**src/rtl/mc_pkg.sv**
```systemverilog
// Shared control-unit definitions: state encoding, opcodes, datapath select codes.
package mc_pkg;

  typedef logic [3:0] state_t;

  localparam state_t ST_FETCH   = 4'd0;
  localparam state_t ST_DECODE  = 4'd1;
  localparam state_t ST_MEMADR  = 4'd2;
  localparam state_t ST_LBRD    = 4'd3;
  localparam state_t ST_LBWR    = 4'd4;
  localparam state_t ST_SBWR    = 4'd5;
  localparam state_t ST_RTYPEEX = 4'd6;
  localparam state_t ST_RTYPEWR = 4'd7;
  localparam state_t ST_BEQEX   = 4'd8;
  localparam state_t ST_BNEEX   = 4'd9;
  localparam state_t ST_ADDIEX  = 4'd10;
  localparam state_t ST_ADDIWR  = 4'd11;
  localparam state_t ST_JEX     = 4'd12;

  localparam logic [5:0] OP_LB    = 6'b100000;
  localparam logic [5:0] OP_SB    = 6'b101000;
  localparam logic [5:0] OP_RTYPE = 6'b000000;
  localparam logic [5:0] OP_BEQ   = 6'b000100;
  localparam logic [5:0] OP_BNE   = 6'b000101;
  localparam logic [5:0] OP_ADDI  = 6'b001000;
  localparam logic [5:0] OP_J     = 6'b000010;

  localparam logic [1:0] ALUOP_ADD   = 2'b00;
  localparam logic [1:0] ALUOP_SUB   = 2'b01;
  localparam logic [1:0] ALUOP_FUNCT = 2'b10;

  localparam logic [1:0] PCSRC_ALU    = 2'b00;
  localparam logic [1:0] PCSRC_ALUOUT = 2'b01;
  localparam logic [1:0] PCSRC_JUMP   = 2'b10;

  localparam logic [1:0] SRCB_REG    = 2'b00;
  localparam logic [1:0] SRCB_INC    = 2'b01;
  localparam logic [1:0] SRCB_IMM    = 2'b10;
  localparam logic [1:0] SRCB_BRANCH = 2'b11;

  // State entered from DECODE for a given opcode; unknown opcodes return to FETCH.
  function automatic state_t decode_next(input logic [5:0] op);
    case (op)
      OP_LB, OP_SB: decode_next = ST_MEMADR;
      OP_RTYPE:     decode_next = ST_RTYPEEX;
      OP_BEQ:       decode_next = ST_BEQEX;
      OP_BNE:       decode_next = ST_BNEEX;
      OP_ADDI:      decode_next = ST_ADDIEX;
      OP_J:         decode_next = ST_JEX;
      default:      decode_next = ST_FETCH;
    endcase
  endfunction

endpackage

```
**src/rtl/mc_fetch_seq.sv**
```systemverilog
// Instruction fetch beat sequencer: counts bus beats and steers each completed
// beat into its slice of the instruction register.
module mc_fetch_seq #(
  parameter int IRBEATS = 4
) (
  input  logic               clk,
  input  logic               reset,
  input  logic               fetch_en,
  input  logic               memready,
  output logic [IRBEATS-1:0] irwrite,
  output logic               last_beat
);

  localparam int BW = (IRBEATS > 1) ? $clog2(IRBEATS) : 1;

  logic [BW-1:0] beat_q, beat_d;

  // Advance on each completed beat, wrap after the last; irwrite only on completion.
  always_comb begin
    beat_d    = beat_q;
    irwrite   = '0;
    last_beat = (beat_q == BW'(IRBEATS - 1));
    if (reset) begin
      beat_d = '0;
    end else if (fetch_en && memready) begin
      irwrite = IRBEATS'(1) << beat_q;
      beat_d  = last_beat ? '0 : beat_q + BW'(1);
    end
  end

  // Beat counter register.
  always_ff @(posedge clk) beat_q <= beat_d;

endmodule

```
**src/rtl/mc_controller.sv**
```systemverilog
// Multicycle MIPS-subset control FSM with multi-beat fetch and memory ready stalls.
module mc_controller
  import mc_pkg::*;
#(
  parameter int BUSW = 8
) (
  input  logic                 clk,
  input  logic                 reset,
  input  logic [5:0]           op,
  input  logic                 zero,
  input  logic                 memready,
  output logic                 memread,
  output logic                 memwrite,
  output logic                 alusrca,
  output logic                 memtoreg,
  output logic                 iord,
  output logic                 regwrite,
  output logic                 regdst,
  output logic                 pcen,
  output logic [1:0]           pcsource,
  output logic [1:0]           alusrcb,
  output logic [1:0]           aluop,
  output logic [32/BUSW-1:0]   irwrite,
  output logic                 illegal
);

  localparam int IRBEATS = 32 / BUSW;

  state_t state_q, state_d;
  logic   last_beat;

  mc_fetch_seq #(.IRBEATS(IRBEATS)) u_fetch (
    .clk      (clk),
    .reset    (reset),
    .fetch_en (state_q == ST_FETCH),
    .memready (memready),
    .irwrite  (irwrite),
    .last_beat(last_beat)
  );

  // Next-state: memory states hold until memready, others advance unconditionally.
  always_comb begin
    state_d = state_q;
    if (reset) begin
      state_d = ST_FETCH;
    end else begin
      case (state_q)
        ST_FETCH:   if (memready && last_beat) state_d = ST_DECODE;
        ST_DECODE:  state_d = decode_next(op);
        ST_MEMADR:  state_d = (op == OP_SB) ? ST_SBWR : ST_LBRD;
        ST_LBRD:    if (memready) state_d = ST_LBWR;
        ST_SBWR:    if (memready) state_d = ST_FETCH;
        ST_RTYPEEX: state_d = ST_RTYPEWR;
        ST_ADDIEX:  state_d = ST_ADDIWR;
        default:    state_d = ST_FETCH;
      endcase
    end
  end

  // State register.
  always_ff @(posedge clk) state_q <= state_d;

  // Moore-style controls per state; pcen in FETCH and branches also depends on inputs.
  always_comb begin
    memread  = 1'b0;
    memwrite = 1'b0;
    alusrca  = 1'b0;
    memtoreg = 1'b0;
    iord     = 1'b0;
    regwrite = 1'b0;
    regdst   = 1'b0;
    pcen     = 1'b0;
    pcsource = PCSRC_ALU;
    alusrcb  = SRCB_REG;
    aluop    = ALUOP_ADD;
    illegal  = 1'b0;
    if (!reset) begin
      case (state_q)
        ST_FETCH: begin
          memread = 1'b1;
          alusrcb = SRCB_INC;
          pcen    = memready;
        end
        ST_DECODE: begin
          alusrcb = SRCB_BRANCH;
          illegal = (decode_next(op) == ST_FETCH);
        end
        ST_MEMADR, ST_ADDIEX: begin
          alusrca = 1'b1;
          alusrcb = SRCB_IMM;
          aluop   = ALUOP_ADD;
        end
        ST_LBRD: begin
          memread = 1'b1;
          iord    = 1'b1;
        end
        ST_LBWR: begin
          regwrite = 1'b1;
          memtoreg = 1'b1;
        end
        ST_SBWR: begin
          memwrite = 1'b1;
          iord     = 1'b1;
        end
        ST_RTYPEEX: begin
          alusrca = 1'b1;
          aluop   = ALUOP_FUNCT;
        end
        ST_RTYPEWR: begin
          regwrite = 1'b1;
          regdst   = 1'b1;
        end
        ST_ADDIWR: regwrite = 1'b1;
        ST_BEQEX, ST_BNEEX: begin
          alusrca  = 1'b1;
          aluop    = ALUOP_SUB;
          pcsource = PCSRC_ALUOUT;
          pcen     = (state_q == ST_BEQEX) ? zero : ~zero;
        end
        ST_JEX: begin
          pcsource = PCSRC_JUMP;
          pcen     = 1'b1;
        end
        default: ;
      endcase
    end
  end

endmodule

```
**config.mk**
```make
export PLATFORM = sky130hd
export DESIGN_NAME = mc_controller
export DESIGN_NICKNAME = d
export VERILOG_FILES = /design/src/rtl/mc_pkg.sv /design/src/rtl/mc_fetch_seq.sv /design/src/rtl/mc_controller.sv
export SDC_FILE = /design/constraint.sdc
export NUM_CORES = 1
export LEC_CHECK = 0
export CORE_MARGIN = 4
export CORE_UTILIZATION = 39
export CTS_CLUSTER_SIZE = 24
export DETAILED_ROUTE_END_ITERATION = 12
export GPL_ROUTABILITY_DRIVEN = 0
export GPL_TIMING_DRIVEN = 0
export PLACE_DENSITY = 0.75
export SYNTH_ARGS = -nofsm -noshare
export SYNTH_HDL_FRONTEND = slang
export SYNTH_SLANG_ARGS = --single-unit
```
**constraint.sdc**
```tcl
create_clock -name clk -period 1.46 [get_ports clk]
set_input_delay 0.146 -clock clk [delete_from_list [all_inputs] [get_ports clk]]
set_output_delay 0.146 -clock clk [all_outputs]
set_load 0.01 [all_outputs]
```
Yosys cells after proc, flatten, opt, wreduce, memory -nomap -nowiden
Index checks and enable logic that the tools add are counted.
{"block": "classes", "n_addsub": 1, "eq_ne": 22, "shift": 1, "n_mux": 36, "n_bitwise": 1, "reduce_logical": 13}
{"cell": "4-bit 2-to-1 mux", "count": 7}
{"cell": "4-bit one-hot mux with 7 select lines", "count": 1}
{"cell": "4-bit one-hot mux with 6 select lines", "count": 1}
{"cell": "4-bit == test (second input constant)", "count": 5}
{"cell": "1-bit 2-to-1 mux", "count": 18}
{"cell": "4-bit by 3-bit == test with 1-bit output (second input constant)", "count": 4}
{"cell": "6-bit by 3-bit == test with 1-bit output (second input constant)", "count": 2}
{"cell": "6-bit == test (second input constant)", "count": 2}
{"cell": "2-bit OR reduction", "count": 5}
{"cell": "4-bit by 2-bit == test with 1-bit output (second input constant)", "count": 2}
{"cell": "4-bit zero test", "count": 2}
{"cell": "2-bit 2-to-1 mux", "count": 4}
{"cell": "2-bit one-hot mux with 2 select lines", "count": 2}
{"cell": "6-bit by 2-bit == test with 1-bit output (second input constant)", "count": 1}
{"cell": "6-bit by 4-bit == test with 1-bit output (second input constant)", "count": 1}
{"cell": "6-bit zero test", "count": 1}
{"cell": "2-bit inequality test (second input constant)", "count": 3}
{"cell": "2-bit one-hot mux with 3 select lines", "count": 1}
{"cell": "5-bit OR reduction", "count": 1}
{"cell": "4-bit by 1-bit == test with 1-bit output (second input constant)", "count": 1}
{"cell": "1-bit by 2-bit << shifter with 4-bit output (first input constant)", "count": 1}
{"cell": "3-bit 2-to-1 mux", "count": 1}
{"cell": "1-bit one-hot mux with 3 select lines", "count": 1}
{"cell": "3-bit AND reduction", "count": 1}
{"cell": "5 further kinds", "count": 6}
{"block": "totals", "register_bits": 6, "input_bits": 10, "output_inout_bits": 19, "wordCells": 76}

Longest topological paths before layout
Gate-level depths: netlist of run 1.
{"block": "depth", "ltp_word": 8, "depth_mapped": 5, "ltp_nobuf": 5}

Modules after synthesis
From an unflattened synthesis of run 1, not the netlist that was laid out.
{"block": "hier_totals", "hier_cells": 105, "hier_area_um2": 797.0}
{"module": "mc_controller", "instances": 1, "cells_each": 86, "area_each_um2": 611.8, "seq_area_each_um2": 80.1}
{"module": "mc_fetch_seq", "instances": 1, "cells_each": 19, "area_each_um2": 185.2, "seq_area_each_um2": 40.0}

Least setup slack after synthesis of run 1
Ideal clock, no wire load.
{"block": "synth_timing", "kind": "register -> output", "from": "reg state_q[3]", "to": "out pcen", "arrival_ns": 1.363, "required_ns": 1.314, "setup_slack_ns": -0.049, "stages_incl_launch_ff": 6, "path_buffers": 1, "path_cell_list": "dfxtp_1 -> buf_2 -> inv_2 -> or3_1 -> a21o_1 -> a211oi_1"}
{"block": "synth_via", "elab_chain_cells": 4, "word_cells_on_any_way": 8}
{"item": "from (decl)", "line_no": "mc_controller.sv:29", "rtl": "state_t state_q, state_d;"}
{"item": "from (signal assigned)", "line_no": "mc_controller.sv:61", "rtl": "always_ff @(posedge clk) state_q <= state_d;"}
{"item": "4-bit == test (on tied branches)", "line_no": "mc_controller.sv:78, mc_controller.sv:118"}
{"item": "1-bit 2-to-1 mux / 2-bit OR reduction (equally long branches)"}
{"item": "1-bit one-hot mux with 3 select lines (*)", "line_no": "mc_controller.sv:78", "rtl": "case (state_q)"}
{"item": "1-bit 2-to-1 mux (*)", "line_no": "mc_controller.sv:77", "rtl": "if (!reset) begin"}
{"item": "to (decl)", "line_no": "mc_controller.sv:19", "rtl": "output logic pcen,"}
Mark *: on every way between the ends. The rest lies on a longest branch, timed or not.

Final worst setup path of run 1
Same ends and word-level chain as after synthesis.

==> results.md, run 1 <==
- Via count: 1,052
- Synth Cell Area: 768 um^2
- XOR/XNOR share of the synthesized area: under 10%
- PD cells: roughly 370 nW/um^2
- Sequential area share after synthesis: 15.6%
- CTS hold repair buffers: 0
- WS Path Type: flop to output pin
- Lkg Pwr: 0.573 nW
- Most used DFF post-synth: dfxtp_1
- Synth Area in Compound Gates: 25.4%
- Yosys warns: 0
- Antenna Cells: 0
- Initial DRC Count: 27
- Count of input and output buffers: 27
- Synth Net Count: roughly 130
- Synth-to-Final Area Change: 73.6%
- Max-slew headroom: a little under three quarters
- CP top delay family: flip-flops
- Worst Hold Slack: about 0.45 ns
- Min Tclk post-route: approximately 1.7 ns
- GR Util All Layers: around 22%
- Clk pin slew, worst setup/hold paths: 0.04 ns
- CTS tree: built
- Main area contributors after synthesis: dfxtp_1, ha_1, nor4_1
- Worst-Margin Slew: approximately 0.43 ns
- FF+latch count, synth: 6
- Setup violators final: 13
- Min-Delay Path Class: input pin to flop
- Asr flop ratio synth: 0%
- Final Hold Viols: 0
- Initial antenna violation count: 0
- Layout Skew: between 0.002 and 0.0025 ns
- Library cells used by synthesis: between 40 and 50
- Worst Slack Setup Final: -0.235 ns
- Buffer depth of the longest clock path: 2
- Adder-Cell Fraction of Synth Area: about 6.5%
- CP Buf/Inv Count: 2
- Worst Path Arrival: 1.55 ns
- Critical path's slowest cell: dfxtp_4
- Top cell types by occurrence after synthesis: nor2_1, nor3_1, nor4_1
- Failing checks: negative setup slack
- Outcome: finished with violations
- Design Power: just under 0.5 mW
- Top cell type's share of synthesized area: roughly 16%
- Crit end category: output pin
- Finished Layout Cells: approximately 180
- Worst setup SP type: flop
- TritonRoute pass-1 iters: 4
- Syn Inst Count: approximately 110
- Cells after DPL: 163
- Multiplexer area fraction after synthesis: under 10%
- CP required: 1.31 ns
- Max-slew violation count: 0
- Vias in the first global route: just over 1,000
- Fraction of layout cells with a size suffix above 1: around half
- Clock Sinks: 6
- Clock root buffer master: clkbuf_4
- Critical path peak fanout: 3
- First-pass GRT wire length: around 4.6 mm
- Peak supply drop: 639 uV
- Pin count of the biggest net entering global routing: 11
- Unrepaired setup endpoints after global routing: true
- Pre-CTS setup slack: -0.631 ns
- Leading area contributor after synthesis: dfxtp_1
- DRC: 0
- Die height: about 52 um
- Drt via density: between 5 and 6
- Mean Syn Cell Area: approximately 6.9 um^2
- Grt total ovfl: 0
- Std-Cell Rows: 15
- Simple-Gate Fraction of Synth Area: between 30% and 40%
- Maximum single-stage delay on the critical path: around 0.38 ns
- Worst-path cell chain: inv_6 -> or3_1 -> a21o_1 -> a211oi_2 -> buf_2
- Die width: approximately 52 um
- I/O Pins: 29
- Core box area: 1800 um^2
- Die area: between 2000 and 3000 um^2
- H-tree depth: 1
- Dpl hpwl: between 1.5 and 2 mm
- Number of max-cap violations: 0
- Combinational family with the most area after synthesis: simple AND/OR/NAND/NOR gates
- Num CTS Buffers: 3
- Top-count cell post-synth: nor2_1
- Nets: ~170
- Clk_lat worst skew: between 0.2 and 0.25 ns
- Fmax: between 500 and 600 MHz
- Initial Util: 42.6%
- DR WL/cell: between 15 and 20 um
- Total Wirelength: 2.98 mm
- EDFF count, synth: 0
- Post-route ant nets: 0
- Final worst path period share: 116%
[worst paths after layout]
path | cells after the start | slack (ns) | start | to
worst max register to register | 5 | -0.05 | state_q[2] | state_q[2]
worst min-delay path | 3 | 0.45 | op[5] | state_q[3]
worst min register to register | 2 | 0.56 | u_fetch.beat_q[1] | u_fetch.beat_q[1]
worst max-delay path | 5 | -0.23 | state_q[3] | pcen
[final cells by class]
| cell class | instances | area [um^2] |
|---|---|---|
| plain buffers | 9 | 90.1 |
| fillers | 137 | 468 |
| flip-flops and latches | 6 | 128 |
| repair buffers | 40 | 283 |
| inverters | 7 | 31.3 |
| clock buffers | 3 | 22.5 |
| well taps | 25 | 31.3 |
| multi-input cells | 88 | 748 |
[repair_timing]
action	CTS	global route
resized for setup	133	23
endpoints found under the setup margin	22	23
gates cloned	3	0
setup buffers	9	1
pin swaps	17	11
[logic make-up (layout without fill, tap and decap cells)]
logic type	Yosys count	after routing
compound gates	27	27
xor+xnor	3	3
fa+ha+maj	4	4
buf+inv	17	59
flops	6	6
mux	1	1
simple gates	53	53
[metal layers]
metal	vias up	track usage (%)	routed length [um]
li1	494	-	-
met1	504	25.0	1210
met2	44	39.0	1540
met3	10	3.99	158
met4	0	9.36	73
met5	-	0	0
[cell usage in the layout, fill, tap and decap left out, types with 3 or more instances in the layout]
cell / Yosys / final
ha_1: 4 / 4
and2_1: 4 / 4
nor3_1: 8 / 4
dlygate4sd2_1: 0 / 5
o21ai_0: 4 / 4
nor4_2: 0 / 4
clkbuf_4: 0 / 5
nand2_1: 5 / 3
buf_2: 1 / 20
a211oi_2: 1 / 3
nand2b_1: 4 / 3
nor2_1: 11 / 6
nor2_4: 0 / 3
buf_4: 0 / 9
dfxtp_2: 0 / 3
nor3_2: 1 / 3
a21oi_1: 6 / 5
inv_1: 6 / 5
nor3b_1: 3 / 3
buf_6: 1 / 7
[stage by stage]
step                area (um^2)  TNS [ns]  utilization, %
floorplan                   788         0               -
global placement           1090     -9.34            60.5
detailed placement         1090    -10.30            60.5
CTS                        1250     -1.84            69.5
global route               1330     -2.17            74.0
finish                     1330     -1.22            74.0
[report_power, final]
part / total, mW / leakage, nW / switching, mW / internal, mW
combinational: 0.174 / 0.508 / 0.0981 / 0.0760
sequential: 0.177 / 0.0511 / 0.00748 / 0.170
clock: 0.141 / 0.0138 / 0.0488 / 0.0922
total: 0.492 / 0.573 / 0.154 / 0.338
[worst register-to-register path, delay by kind of cell, from the launching register on]
kind	cells	cell delay, ns
buffers and inverters	1	0.11
AOI/OAI and AO/OA	2	0.39
and+or+nand+nor	2	0.59
DFF	1	0.32
[sequential cells by signal, summed over array words and instances (netlist names)]
register        flops
state_q             4
u_fetch.beat_q      2
No activity file was read; power rests on OpenSTA's default activity.
==> run 2, diff against run 1 <==
--- a/config.mk
+++ b/config.mk
@@ -5,13 +5,13 @@
 export SDC_FILE = /design/constraint.sdc
 export NUM_CORES = 1
 export LEC_CHECK = 0
-export CORE_MARGIN = 4
 export CORE_UTILIZATION = 39
 export CTS_CLUSTER_SIZE = 24
 export DETAILED_ROUTE_END_ITERATION = 12
 export GPL_ROUTABILITY_DRIVEN = 0
 export GPL_TIMING_DRIVEN = 0
 export PLACE_DENSITY = 0.75
+export SKIP_CTS_REPAIR_TIMING = 1
 export SYNTH_ARGS = -nofsm -noshare
 export SYNTH_HDL_FRONTEND = slang
 export SYNTH_SLANG_ARGS = --single-unit
==> run 2 against run 1 <==
The run still ends with negative setup slack left. Critical path depth unchanged. Die area decreased by 22%. Register-to-register slack improved by 0.04 ns. Sequential power about the same. Critical endpoint unchanged. Via count decreased by 6.7%. Final area decreased by 8.2%. Largest power group unchanged. Clock skew decreased by 0.0021 ns. First-iteration DRC count increased by 140%. Sequential share of layout area increased by 0.44 points. Power decreased by 1.6%. Cell count decreased by 5.1%. Routed wire length decreased by 14%.
==> results.md, run 2 (synthesis gave the netlist of run 1 again) <==
- DR WL/cell: around 15 um
- Pin count of the biggest net entering global routing: 11
- Initial Util: a little over two fifths
- Clock Sinks: 6
- DRC: 0
- Initial antenna violation count: 0
- Die height: 46.4 um
- Via count: 981
- Worst Reg2Reg Path Length in Cells: 5
- Top reg by flops: state_q
- Worst Path Arrival: 1.63 ns
- Peak supply drop: a little over 400 uV
- Grt total ovfl: 0
- Count of input and output buffers: 27
- Worst Setup SP: state_q[0]
- FILL cells: 151
- WS Path Type: flop to output pin
- Setup violators final: 14
- Reg-to-Reg Start: state_q[2]
- Post-route ant nets: 0
- Slack of the worst reg-to-reg path: -0.01 ns
- Min-Delay Path Class: input pin to flop
- Die width: 46.4 um
- Dpl hpwl: 1.64 mm
- Core box area: 1780 um^2
- Worst setup SP type: flop
- Num CTS Buffers: 3
- Worst-Margin Slew: between 0.4 and 0.5 ns
- CTS tree: built
- Clk_lat worst skew: approximately 0.24 ns
- GR Util All Layers: a little over a fifth
- Nets: between 150 and 200
- H-tree depth: 1
- Initial DRC Count: 66
- Final Hold Viols: 0
- Failing checks: negative setup slack
- Worst Hold Slack: between 0.3 and 0.4 ns
- Worst setup path endpoint: pcen
- Critical path peak fanout: 6
- Fmax: between 500 and 600 MHz
- Design Power: 0.484 mW
- Hold path cells: 3
- Max-slew violation count: 0
- Drt via density: roughly 5.8
- Clk pin slew, worst setup/hold paths: about 0.040 ns
- TritonRoute pass-1 iters: 4
- Die area: roughly 2200 um^2
- Max-slew headroom: 69.5%
- GR Util met2: 33.9%
- Antenna Cells: 0
- Crit end category: output pin
- PD cells: 395 nW/um^2
- Total Wirelength: between 2 and 3 mm
- Lkg Pwr: 0.600 nW
- Met3 Usage GRT: under 10%
- Unrepaired setup endpoints after global routing: true
- Layout Skew: approximately 0.00038 ns
- CP required: between 1 and 1.5 ns
- Fraction of layout cells with a size suffix above 1: 38.2%
- Min Tclk post-route: between 1.5 and 2 ns
- GRT busiest layer: met2
- I/O Pins: 29
- Max reg flops: 4
- Std-Cell Rows: 15
- Vias in the first global route: between 700 and 800
- Worst Slack Setup Final: -0.318 ns
- Largest regs: state_q (4), u_fetch.beat_q (2)
- Most common cell after layout, fill and taps aside: buf_2
- First-pass GRT wire length: between 3 and 4 mm
- Met1 Use GR: around 29%
- Number of max-cap violations: 0
- Worst R2R End: state_q[2]
- Clock root buffer master: clkbuf_4
- Synth-to-Final Area Change: 59.4%
- Outcome: finished with violations
- Buffer depth of the longest clock path: 2
- Commonest cells after routing, fill and taps aside: buf_2, dlymetal6s2s_1, nor2_1
- Final worst path period share: 122%
-- run 2: cell types whose count changed in the layout (fill, tap and decap cells not counted), sizes merged --
| cell | delta |
|---|---|
| buf | -14 |
| clkbuf | +2 |
| dlygate4sd2 | -5 |
| dlymetal6s2s | +8 |
-- run 2: power breakdown --
part           internal, mW  switching, mW  leakage [nW]
registers             0.171        0.00731        0.0498
clock network        0.0926         0.0538        0.0138
logic                0.0680         0.0914         0.536
-- run 2: area by class of cell --
cell class                      instances  area (um^2)  share of cell area, %
Buffer                                 10         91.3                   7.46
Clock buffer                            3         22.5                   1.84
Inverter                                7         26.3                   2.15
Multi-Input combinational cell         88          689                   56.3
Sequential cell                         6          123                   10.0
Tap cell                               25         31.3                   2.55
Timing Repair Buffer                   30          241                   19.7
-- run 2: routing by layer --
metal | vias up | share of wire, %
met2 | 48 | 51
met5 | - | 0
met1 | 451 | 40
li1 | 474 | -
met3 | 8 | 6.4
met4 | 0 | 2.5
-- run 2: critical path, stage by stage (launching register included) --
cell and delay (ns):
dfxtp_1 0.38, inv_1 0.14, or3_1 0.37, a21o_1 0.17, a211oi_2 0.17, buf_2 0.16
-- run 2: per-stage QoR --
stage / setup slack [ns] / std cells / util [%] / instance area, um^2 / setup TNS (ns)
2_1_floorplan: 0.00193 / 111 / - / 788 / 0
5_1_grt: -0.397 / 169 / 68.7 / 1220 / -2.60
4_1_cts: -0.813 / 166 / 62.4 / 1110 / -12.13
3_3_place_gp: -0.575 / 163 / 61.1 / 1090 / -9.50
6_report: -0.318 / 169 / 68.7 / 1220 / -1.39
3_5_place_dp: -0.575 / 163 / 61.1 / 1090 / -9.64
-- run 2: worst min path at each step --
| stage | startpoint | slack, ns | endpoint |
|---|---|---|---|
| 2_1_floorplan | reset | 0.39 | state_q[3] |
| 6_report | reset | 0.39 | state_q[2] |
| 5_1_grt | reset | 0.41 | state_q[2] |
| 4_1_cts | u_fetch.beat_q[0] | 0.52 | u_fetch.beat_q[0] |
| 3_5_place_dp | u_fetch.beat_q[0] | 0.52 | u_fetch.beat_q[0] |
| 3_3_place_gp | u_fetch.beat_q[0] | 0.50 | u_fetch.beat_q[0] |
==> run 3, diff against run 2 <==
--- a/config.mk
+++ b/config.mk
@@ -9,7 +9,6 @@
 export CTS_CLUSTER_SIZE = 24
 export DETAILED_ROUTE_END_ITERATION = 12
 export GPL_ROUTABILITY_DRIVEN = 0
-export GPL_TIMING_DRIVEN = 0
 export PLACE_DENSITY = 0.75
 export SKIP_CTS_REPAIR_TIMING = 1
 export SYNTH_ARGS = -nofsm -noshare
==> run 3 against run 2 <==
The run still ends with negative setup slack left. Sequential power fell by 3%. Power rose by 16%. Setup slack improved by 0.064 ns. Clock power rose by 17%. Die area did not move. Final area rose by 25%. Flip-flop and latch count did not move. Sequential share of layout area fell by 1.5 points. Global-route usage rose by 4.6 points. Maximum frequency rose by 3.7%. Critical endpoint unchanged.
==> results.md, run 3 (synthesis gave the netlist of run 1 again) <==
- Die area: approximately 2200 um^2
- Fmax: roughly 600 MHz
- WS Path Type: flop to output pin
- Std-Cell Rows: 15
- TritonRoute pass-1 iters: 4
- Clk pin slew, worst setup/hold paths: approximately 0.06 ns
- Post-route ant nets: 0
- Post-Route Setup TNS: -1.23 ns
- Max-slew headroom: about three quarters
- CP required: 1.31 ns
- Fraction of layout cells with a size suffix above 1: between 50 and 60%
- DRC: 0
- I/O Pins: 29
- Outcome: finished with violations
- Crit end category: output pin
- Unrepaired setup endpoints after global routing: true
- Lkg Pwr: about 0.76 nW
- Reg power frac: between 30% and 40%
- GR Util All Layers: 25.9%
- Multi-input gate area: 748 um^2
- Core box area: about 1800 um^2
- Initial Util: 43.1%
- Vias in the first global route: between 900 and 1,000
- CTS tree: built
- Failing checks: negative setup slack
- Combinational cell fraction of total power: 39.0%
- Drt via density: about 5.9
- Total Wirelength: 3.47 mm
- Most common cell after layout, fill and taps aside: buf_4
- Critical path peak fanout: 4
- Clk_lat worst skew: approximately 0.26 ns
- Switching share of power: roughly a third
- Clock root buffer master: clkbuf_4
- Largest regs: state_q (4), u_fetch.beat_q (2)
- Buffer depth of the longest clock path: 2
- Setup violators final: 12
- Peak supply drop: between 400 and 500 uV
- FILL cells: 79
- Clk pwr share: between 30% and 40%
- Commonest cells after routing, fill and taps aside: buf_4, buf_2, dlymetal6s2s_1
- Pre-CTS setup slack: -0.506 ns
- Antenna Cells: 0
- Grt total ovfl: 0
- Min-Delay Path Class: input pin to flop
- Top reg by flops: state_q
- DR WL/cell: ~18 um
- Count of input and output buffers: 28
- H-tree depth: 1
- Number of max-cap violations: 0
- Worst setup SP type: flop
- First-pass GRT wire length: 3.93 mm
- Cell Int Power: between 0.3 and 0.4 mW
- Clock Sinks: 6
- Max reg flops: 4
- Via count: 1,160
- Dpl hpwl: between 2 and 2.5 mm
- Synth-to-Final Area Change: 100%
- Num CTS Buffers: 3
- PD cells: around 370 nW/um^2
- Worst Path Arrival: ~1.6 ns
- Nets: approximately 190
- Design Power: between 0.5 and 0.6 mW
- Die height: ~46 um
- Die width: between 40 and 50 um
- Max-slew violation count: 0
- Slack of the worst reg-to-reg path: -0.19 ns
- Final Hold Viols: 0
- Psw: ~0.19 mW
- Worst Slack Setup Final: -0.255 ns
- Min Tclk post-route: ~1.7 ns
- Initial antenna violation count: 0
- Pin count of the biggest net entering global routing: 14
- Final worst path period share: 117%
- Register area: approximately 130 um^2
- Layout Skew: about 0.013 ns
- Worst-Margin Slew: ~0.38 ns
- Initial DRC Count: 46
[run 3: cell count changes in the layout (fill, tap and decap cells not counted), sizes merged]
cell,previous run,this run
clkbuf,9,5
clkdlybuf4s50,1,4
buf,23,54
dlymetal6s2s,10,9
[run 3: cell type report]
cell class,instances,share of cell area [%]
Sequential cell,6,8.47
Tap cell,25,2.04
Clock buffer,3,1.47
Timing Repair Buffer,69,37.6
Multi-Input combinational cell,88,48.7
Inverter,7,1.71
[run 3: metal layers]
| metal | part of all wire [%] | up-vias | track usage (%) |
|---|---|---|---|
| met5 | 0 | - | 0 |
| met4 | 1.1 | 0 | 5.88 |
| met3 | 6.6 | 4 | 7.45 |
| met2 | 48 | 54 | 43.9 |
| met1 | 44 | 568 | 31.9 |
| li1 | - | 534 | - |
[run 3: metrics by stage]
stage / cell area [um^2] / hold slack [ns] / cells / utilization, %
4_1_cts: 1350 / 0.562 / 193 / 75.5
3_5_place_dp: 1320 / 0.553 / 190 / 74.2
2_1_floorplan: 788 / 0.389 / 111 / -
3_3_place_gp: 1320 / 0.555 / 190 / 74.2
5_1_grt: 1540 / 0.367 / 198 / 86.2
6_report: 1540 / 0.356 / 198 / 86.2
[run 3: power by group through the flow]
| stage | sequential (mW) | clock [mW] | combinational [mW] |
|---|---|---|---|
| 5_1_grt | 0.173 | 0.184 | 0.235 |
| 6_report | 0.173 | 0.171 | 0.220 |
| 3_5_place_dp | 0.179 | 0 | 0.187 |
| 2_1_floorplan | 0.179 | 0 | 0.0792 |
| 4_1_cts | 0.175 | 0.173 | 0.189 |
| 3_3_place_gp | 0.178 | 0 | 0.183 |
[run 3: worst max-delay path, cell delays in order, from the launching register on]
cell and delay [ns]:
dfxtp_4 0.38, inv_2 0.04, or3_1 0.36, a21o_1 0.18
a211oi_2 0.19, buf_2 0.16
[run 3: worst paths after layout]
path                                         from           endpoint  cells after the start
worst max-delay path                   state_q[3]               pcen                      5
worst min-delay path                        op[4]         state_q[3]                      3
worst max register to register         state_q[2]         state_q[0]                      5
worst min register to register  u_fetch.beat_q[1]  u_fetch.beat_q[1]                      2
